===== src/rtl/instruction_sequencer.sv =====
// Instruction ROM sequencer: fetches opcode/operand words and issues game actions
// over a valid/ready handshake, with delay, jump and halt support.
module instruction_sequencer #(
   parameter int WIDTH               = 8,
   parameter int INSTRACTION_NUMBERS = 4
) (
   input  logic               clk,
   input  logic               rst,
   input  logic               start,
   output logic [WIDTH-1:0]   curr_command,
   input  logic [2*WIDTH-1:0] in_data,
   output logic               act_valid,
   output logic [2:0]         act_code,
   input  logic               act_ready,
   output logic               busy,
   output logic               done
);

   localparam logic [WIDTH-1:0] LAST_ADDR = WIDTH'(INSTRACTION_NUMBERS - 1);
   localparam logic [WIDTH-1:0] OP_NOP    = WIDTH'(0);
   localparam logic [WIDTH-1:0] OP_EMIT   = WIDTH'(1);
   localparam logic [WIDTH-1:0] OP_WAIT   = WIDTH'(2);
   localparam logic [WIDTH-1:0] OP_JUMP   = WIDTH'(3);
   localparam logic [WIDTH-1:0] OP_HALT   = WIDTH'(4);

   typedef enum logic [2:0] {
      S_IDLE,
      S_FETCH,
      S_EXEC,
      S_EMIT,
      S_WAIT
   } state_t;

   state_t               state, state_d;
   logic [WIDTH-1:0]     pc, pc_d;
   logic [2*WIDTH-1:0]   instr, instr_d;
   logic [WIDTH-1:0]     wait_cnt, wait_cnt_d;
   logic                 act_valid_d;
   logic [2:0]           act_code_d;
   logic                 done_d;

   logic [WIDTH-1:0]     opcode;
   logic [WIDTH-1:0]     operand;

   assign opcode       = instr[2*WIDTH-1:WIDTH];
   assign operand      = instr[WIDTH-1:0];
   assign curr_command = pc;
   assign busy         = (state != S_IDLE);

   function automatic logic [WIDTH-1:0] next_pc(input logic [WIDTH-1:0] p);
      return (p == LAST_ADDR) ? '0 : p + 1'b1;
   endfunction

   always_comb begin
      // NOTE: every target gets a default first so no path can leave one unassigned and infer a latch.
      state_d     = state;
      pc_d        = pc;
      instr_d     = instr;
      wait_cnt_d  = wait_cnt;
      act_valid_d = act_valid;
      act_code_d  = act_code;
      done_d      = 1'b0;

      unique case (state)
         S_IDLE: begin
            if (start) begin
               pc_d    = '0;
               state_d = S_FETCH;
            end
         end
         S_FETCH: begin
            instr_d = in_data;
            state_d = S_EXEC;
         end
         S_EXEC: begin
            case (opcode)
               OP_EMIT: begin
                  act_code_d  = operand[2:0];
                  act_valid_d = 1'b1;
                  state_d     = S_EMIT;
               end
               OP_WAIT: begin
                  if (operand == '0) begin
                     pc_d    = next_pc(pc);
                     state_d = S_FETCH;
                  end else begin
                     wait_cnt_d = operand;
                     state_d    = S_WAIT;
                  end
               end
               OP_JUMP: begin
                  // Out-of-range targets restart the program rather than address missing ROM.
                  pc_d    = (operand <= LAST_ADDR) ? operand : '0;
                  state_d = S_FETCH;
               end
               OP_HALT: begin
                  done_d  = 1'b1;
                  pc_d    = '0;
                  state_d = S_IDLE;
               end
               default: begin
                  pc_d    = next_pc(pc);
                  state_d = S_FETCH;
               end
            endcase
         end
         S_EMIT: begin
            if (act_ready) begin
               act_valid_d = 1'b0;
               pc_d        = next_pc(pc);
               state_d     = S_FETCH;
            end
         end
         S_WAIT: begin
            if (wait_cnt == WIDTH'(1)) begin
               wait_cnt_d = '0;
               pc_d       = next_pc(pc);
               state_d    = S_FETCH;
            end else begin
               wait_cnt_d = wait_cnt - 1'b1;
            end
         end
         default: state_d = S_IDLE;
      endcase
   end

   always_ff @(posedge clk or negedge rst) begin
      if (!rst) begin
         state     <= S_IDLE;
         pc        <= '0;
         instr     <= '0;
         wait_cnt  <= '0;
         act_valid <= 1'b0;
         act_code  <= 3'd0;
         done      <= 1'b0;
      end else begin
         // NOTE: non-blocking updates so every register samples pre-edge values, matching flop behaviour.
         state     <= state_d;
         pc        <= pc_d;
         instr     <= instr_d;
         wait_cnt  <= wait_cnt_d;
         act_valid <= act_valid_d;
         act_code  <= act_code_d;
         done      <= done_d;
      end
   end

endmodule


===== config.mk =====
export PLATFORM = sky130hd
export DESIGN_NAME = instruction_sequencer
export DESIGN_NICKNAME = d
export VERILOG_FILES = /design/src/rtl/instruction_sequencer.sv
export SDC_FILE = /design/constraint.sdc
export NUM_CORES = 1
export LEC_CHECK = 0
export CAP_MARGIN = 15
export CELL_PAD_IN_SITES_DETAIL_PLACEMENT = 1
export CELL_PAD_IN_SITES_GLOBAL_PLACEMENT = 1
export CORE_MARGIN = 10
export CORE_UTILIZATION = 40
export CTS_BUF_LIST = sky130_fd_sc_hd__clkbuf_16
export DETAILED_ROUTE_END_ITERATION = 10
export GPL_TIMING_DRIVEN = 0
export PLACE_DENSITY = 0.81
export REMOVE_ABC_BUFFERS = 1
export SYNTH_ARGS = -nofsm -noshare
export SYNTH_HDL_FRONTEND = slang
export SYNTH_SLANG_ARGS = --single-unit
export TNS_END_PERCENT = 20

===== constraint.sdc =====
create_clock -name clk -period 2.9 [get_ports clk]
set_input_delay 0.29 -clock clk [delete_from_list [all_inputs] [get_ports clk]]
set_output_delay 0.29 -clock clk [all_outputs]
set_load 0.01 [all_outputs]

==> results of run 1 <==
-- metrics by stage --
step                hold WS, ps  std cells  worst slack [ps]  cell area, um^2
finish                      457        310               475             2810
global route                509        310               219             2810
CTS                         471        310               466             2810
detailed placement          238        301               465             2630
global placement            459        299               487             2610
floorplan                 -5.59        194               772             2180
-- path summary, 6_finish.rpt --
kind	end	slack [ps]
setup / recovery	wait_cnt[3]$_DFFE_PN0P_	480
max in group asynchronous	curr_command[7]$_DFFE_PN0P_	1980
hold / removal	instr[5]$_DFFE_PN0N_	460
min in group clk	act_code[1]$_DFFE_PN0P_	470
setup reg to reg	wait_cnt[3]$_DFFE_PN0P_	480
hold reg to reg	act_code[1]$_DFFE_PN0P_	470
-- sequential cells by signal, indices dropped and copies added (netlist names) --
signal	cells
act_valid	1
curr_command	8
wait_cnt	8
instr	16
done	1
act_code	3
state	3
-- cell families after synthesis --
group                      share of synthesized area, %
adders and majority gates                          1.69
muxes                                              9.89
AOI/OAI and AO/OA                                  17.6
buffers and inverters                              2.87
xor gates and xnor gates                          0.394
DFF                                                45.0
and+or+nand+nor                                    22.6
-- metal layers --
metal / global-route usage, % / vias up / wire length (um)
met5: 0 / - / 0
li1: - / 825 / -
met3: 4.52 / 9 / 220
met4: 3.24 / 0 / 84
met2: 22.7 / 26 / 2850
met1: 15.6 / 858 / 2500
-- layout make-up --
type,instances,area [um^2],share of cell area (%)
repair buffers,36,367,13.1
inverters,6,22.5,0.803
multi-input cells,148,1160,41.4
flip-flops and latches,40,1000,35.7
well taps,72,90.1,3.21
clock inverters,3,38.8,1.38
clock buffers,5,125,4.46
-- synth_stat cells (2+ instances only) --
cell type and n:
nor4_4 4, nor4_1 4, mux2i_1 4, and3_1 3, nand3_1 3, o2bb2ai_1 2, a2bb2oi_1 2, buf_4 2
o211ai_1 2, inv_1 6, a221o_1 6, clkbuf_1 3, or3_1 3, o22ai_1 6, nor2_1 18, nor3b_1 3
o21ai_1 2, ha_1 3, a21oi_1 3, buf_2 3, nor3_1 4, nand2_1 16, dfrtp_1 40, o41ai_4 2
or4_1 2, o21ai_0 4, a311oi_1 2, nand2b_1 11, a21bo_1 3, mux2_2 16
-- power groups by stage --
stage          Clock, mW  Combinational, mW  Sequential [mW]
6_report           0.622               1.24             1.09
5_1_grt            0.662               1.35             1.14
4_1_cts            0.628               1.25             1.09
3_5_place_dp           0               1.23             1.09
3_3_place_gp           0               1.17             1.08
2_1_floorplan          0              0.848             1.04
-- repair_timing --
item | 4_1_cts | 5_1_grt
setup buffers | 0 | 0
hold endpoints to repair | 15 | 0
hold buffers | 1 | 0
endpoints found under the setup margin | 0 | 0
==> metrics.txt, run 1 <==
vias in the first global route 1930; Routed Antenna Nets 0; startpoint types flop; Buf+Inv Stages, Crit Path 0; CP max stage delay 760 ps; Pint 1.83 mW; RSZ-0062 raised after global routing false; total gr overflow 0; Async SR Flop Fraction 100%; worst-skew pair later-pin latency 280 ps; setup TNS 0 ps; max_cap viols 0; Worst Setup SP state[0]$_DFFE_PN0P_; ANT cells 0; Root Buffer Master clkbuf_16; DRT iter0 DRCs 55; Hold Crit Class input pin to asynchronous set/reset pin; DRT Wirelength 5660 um; Slew HR 45.5%; initial core utilization 40.9%; site row count 27; largest net degree at the start of global routing 26; initial antenna violation count 0; worst clock skew 4.91 ps; power consumption 2.95 mW; Crit Path Class flop to flop; Reg power frac 36.9%; fillers 591; routability cong. 0.801; via/cell ratio 5.54; CP delay by family, top simple AND/OR/NAND/NOR gates; routed via count 1718; Crit-path slowest cell nor4_4; drt first pass iters 4; Gate power share 42.0%; DP HPWL 4030 um; Mapped Area 2230 um^2; width of the die 94.6 um; post-route core utilization 51.6%; register bit total from synthesis 40; status complete, no violations; CTS Buf Count 5; Post-synth EDFFs 0; Syn Area/Cell 11.0 um^2; Final Hold Viols 0; Pleak 1.16 nW; critical path depth 5; most frequent cell on the critical path nor4_4; sw power 1.12 mW; Synth area leader dfrtp_1; first-pass GRT wire length 9520 um; Die ar. 8950 um^2; CTS Sinks 40; Area contributors post-synth dfrtp_1, mux2_2, nor4_4, nand2b_1, nor2_1; r2r worst-path depth 5; DR WL/cell 18.3 um; cells after synthesis 202; most common cell after layout, fill and taps aside dfrtp_1; P&R area growth vs syn 26.0%; Yosys warning count 0; max-slew violations 0; layout cells sized above 1 16.8%; NumNets Final 260; Final min period 2420 ps; top_reg_cell synth dfrtp_1; final setup vio count 0; DRC 0; CP arrival 2590 ps; Post-CTS Resized 0; Switching Share 38.0%; Core ar. 5440 um^2; crit end category flop; IO Count 34; chip height 94.6 um; GRT Total Usage 13.3%; H-Tree Depth 2; most frequent cells in the layout dfrtp_1, clkdlybuf4s50_1, nor2_1; R2R Path Start state[0]$_DFFE_PN0P_; Required @ worst endpoint 3070 ps; Clock Power Share 21.1%; share of the synthesized area in the top cell type 45.0%; slew at the pin closest to its max-slew limit 812 ps; CTS tree yes; pwr/cell area 1050 nW/um^2; Max Freq 412 MHz; critical path peak fanout 15; CP cell instances nor4_4, nand2_2, nor4_4, o22ai_1, a221o_1; number of port buffers 33; worst-case vdd ir drop 0.573 mV; deepest clock path buffer count 2; period utilisation layout 83.6%; post-synthesis sequential area ratio 45.0%; CTS clock-pin slew for the worst setup and hold paths 60 ps; Netlist cell types 50
Power figures use the tool's default switching activity.
==> inputs of run 2 (changes only) <==
==> constraint.sdc (replaced) <==
create_clock -name clk -period 2.4 [get_ports clk]
set_input_delay 0.24 -clock clk [delete_from_list [all_inputs] [get_ports clk]]
set_output_delay 0.24 -clock clk [all_outputs]
set_load 0.01 [all_outputs]
==> metrics.txt, run 2 (synthesis results as in run 1) <==
status complete, no violations; final setup vio count 0 (unchanged); Die ar. 8950 um^2 (unchanged); most common cell after layout, fill and taps aside dfrtp_1; startpoint types flop; Hold Crit Class input pin to asynchronous set/reset pin; drt first pass iters 4 (unchanged); Crit Path Class flop to flop; M1 WL 2500 um (about the same); top layer in use met4; worst-case vdd ir drop 0.689 mV (+20%); width of the die 94.6 um (unchanged); Root Buffer Master clkbuf_16; routed via count 1741 (+1.3%); pre-CTS setup slack -34.6 ps (-500 ps); most frequent cells in the layout dfrtp_1, clkdlybuf4s50_1, nor2_1; metal2 WL 2970 um (+4.1%); number of port buffers 33 (unchanged); Slew HR 47.1% (+1.6 points); Clock Power Share 21.0% (about the same); pwr/cell area 1260 nW/um^2 (+20%); Most flops, register instr; DR WL/cell 18.5 um (+1.3%); CTS Sinks 40 (unchanged); Required @ worst endpoint 2590 ps (-480 ps); deepest clock path buffer count 2 (unchanged); Core ar. 5440 um^2 (unchanged); first-pass GRT wire length 9530 um (+0.14%); NumNets Final 264 (+1.5%); Final min period 2310 ps (-113 ps); vias in the first global route 1934 (+0.21%); IO Count 34 (unchanged); Pleak 1.20 nW (+3.2%); total gr overflow 0 (unchanged); largest net degree at the start of global routing 26 (unchanged); CTS tree yes; max-slew violations 0 (unchanged); chip height 94.6 um (unchanged); via/cell ratio 5.54 (about the same); post-route worst setup slack 88.0 ps (-387 ps); Post-CTS Resized 0 (unchanged); Max Freq 433 MHz (+4.9%); Final Hold Viols 0 (unchanged); Reg power frac 36.7% (-0.2 points); initial antenna violation count 0 (unchanged); H-Tree Depth 2 (unchanged); Switching Share 38.3% (+0.22 points); period utilisation layout 96.3% (+13 points); CTS Buf Count 5 (unchanged); initial core utilization 40.9% (unchanged); Routed Antenna Nets 0 (unchanged); metal3 WL 253 um (+15%); GRT Total Usage 13.3% (+0.033 points); Crit-path slowest cell or4b_4; critical path peak fanout 7 (-8); max FFs per register 16 (unchanged); DRT Wirelength 5810 um (+2.6%); crit end category flop; routability cong. 0.801 (unchanged); CTS clock-pin slew for the worst setup and hold paths 60 ps (about the same); slew at the pin closest to its max-slew limit 790 ps (-21.3 ps); DP HPWL 4030 um (unchanged); fillers 590 (-0.17%); P&R area growth vs syn 27.9%; worst-skew pair later-pin latency 280 ps (about the same); hold_ws 402 ps (-55.3 ps); R2R Setup Slk 90 ps (-390 ps); DRC 0 (unchanged); DRT iter0 DRCs 43 (-22%); CP cell instances inv_1, ha_1, or4b_4, o41ai_4, o211ai_4, nor4_4, o2bb2ai_1; CP max stage delay 500 ps (-260 ps); layout cells sized above 1 18.2% (+1.4 points); CP arrival 2500 ps (-90 ps); site row count 27 (unchanged); worst clock skew 3.68 ps (-1.23 ps); sw power 1.37 mW (+22%); max_cap viols 0 (unchanged); Pint 2.21 mW (+21%); RSZ-0062 raised after global routing true; ANT cells 0 (unchanged); Gate power share 42.3% (+0.3 points)
run 2: cell types whose count changed in the layout (fill, tap and decap cells not counted), sizes merged:
cell | previous run | this run
buf | 3 | 7
run 2: critical path, delay by kind of cell, from the launching register on:
family	cells	cell delay, ps
fa+ha+maj	1	130
flops	1	390
simple gates	2	960
buf+inv	1	90
compound gates	3	650
run 2: routing by layer:
metal,vias to the layer above,track usage [%]
li1,831,-
met1,869,15.7
met2,31,22.7
met3,10,4.52
met4,0,3.24
met5,-,0
run 2: final cells by class:
cell class	instances	area [um^2]	area share (%)
clock buffers	5	125	4.39
well taps	72	90.1	3.16
inverters	6	22.5	0.791
flip-flops and latches	40	1000	35.1
multi-input cells	148	1160	40.8
repair buffers	40	409	14.4
clock inverters	3	38.8	1.36
run 2: final timing paths:
kind	startpoint	endpoint	cells after the start
setup / recovery	wait_cnt[1]$_DFFE_PN0P_	curr_command[6]$_DFFE_PN0P_	7
max in group asynchronous	rst	curr_command[5]$_DFFE_PN0P_	3
hold / removal	rst	instr[5]$_DFFE_PN0N_	2
min in group clk	act_code[1]$_DFFE_PN0P_	act_code[1]$_DFFE_PN0P_	2
hold reg to reg	act_code[1]$_DFFE_PN0P_	act_code[1]$_DFFE_PN0P_	2
setup reg to reg	wait_cnt[1]$_DFFE_PN0P_	curr_command[6]$_DFFE_PN0P_	7
run 2: stage by stage:
stage	std cells	cell area [um^2]	utilization (%)	power (mW)	setup TNS [ps]
floorplan	194	2180	-	2.28	0
global placement	299	2610	47.9	2.72	-153
detailed placement	301	2630	48.4	2.81	-66.8
CTS	310	2810	51.6	3.59	0
global route	314	2850	52.4	3.84	-26.2
finish	314	2850	52.4	3.58	0
run 2: repair_timing:
item	in CTS	in global routing
endpoints found under the setup margin	3	13
hold endpoints to repair	15	0
hold buffers	1	0
pin swaps	1	5
setup buffers	0	4
run 2: power by group through the flow:
| stage | clock network (mW) | registers [mW] | logic [mW] |
|---|---|---|---|
| finish | 0.751 | 1.31 | 1.52 |
| global route | 0.800 | 1.38 | 1.66 |
| CTS | 0.759 | 1.32 | 1.52 |
| detailed placement | 0 | 1.32 | 1.49 |
| global placement | 0 | 1.31 | 1.41 |
| floorplan | 0 | 1.25 | 1.03 |
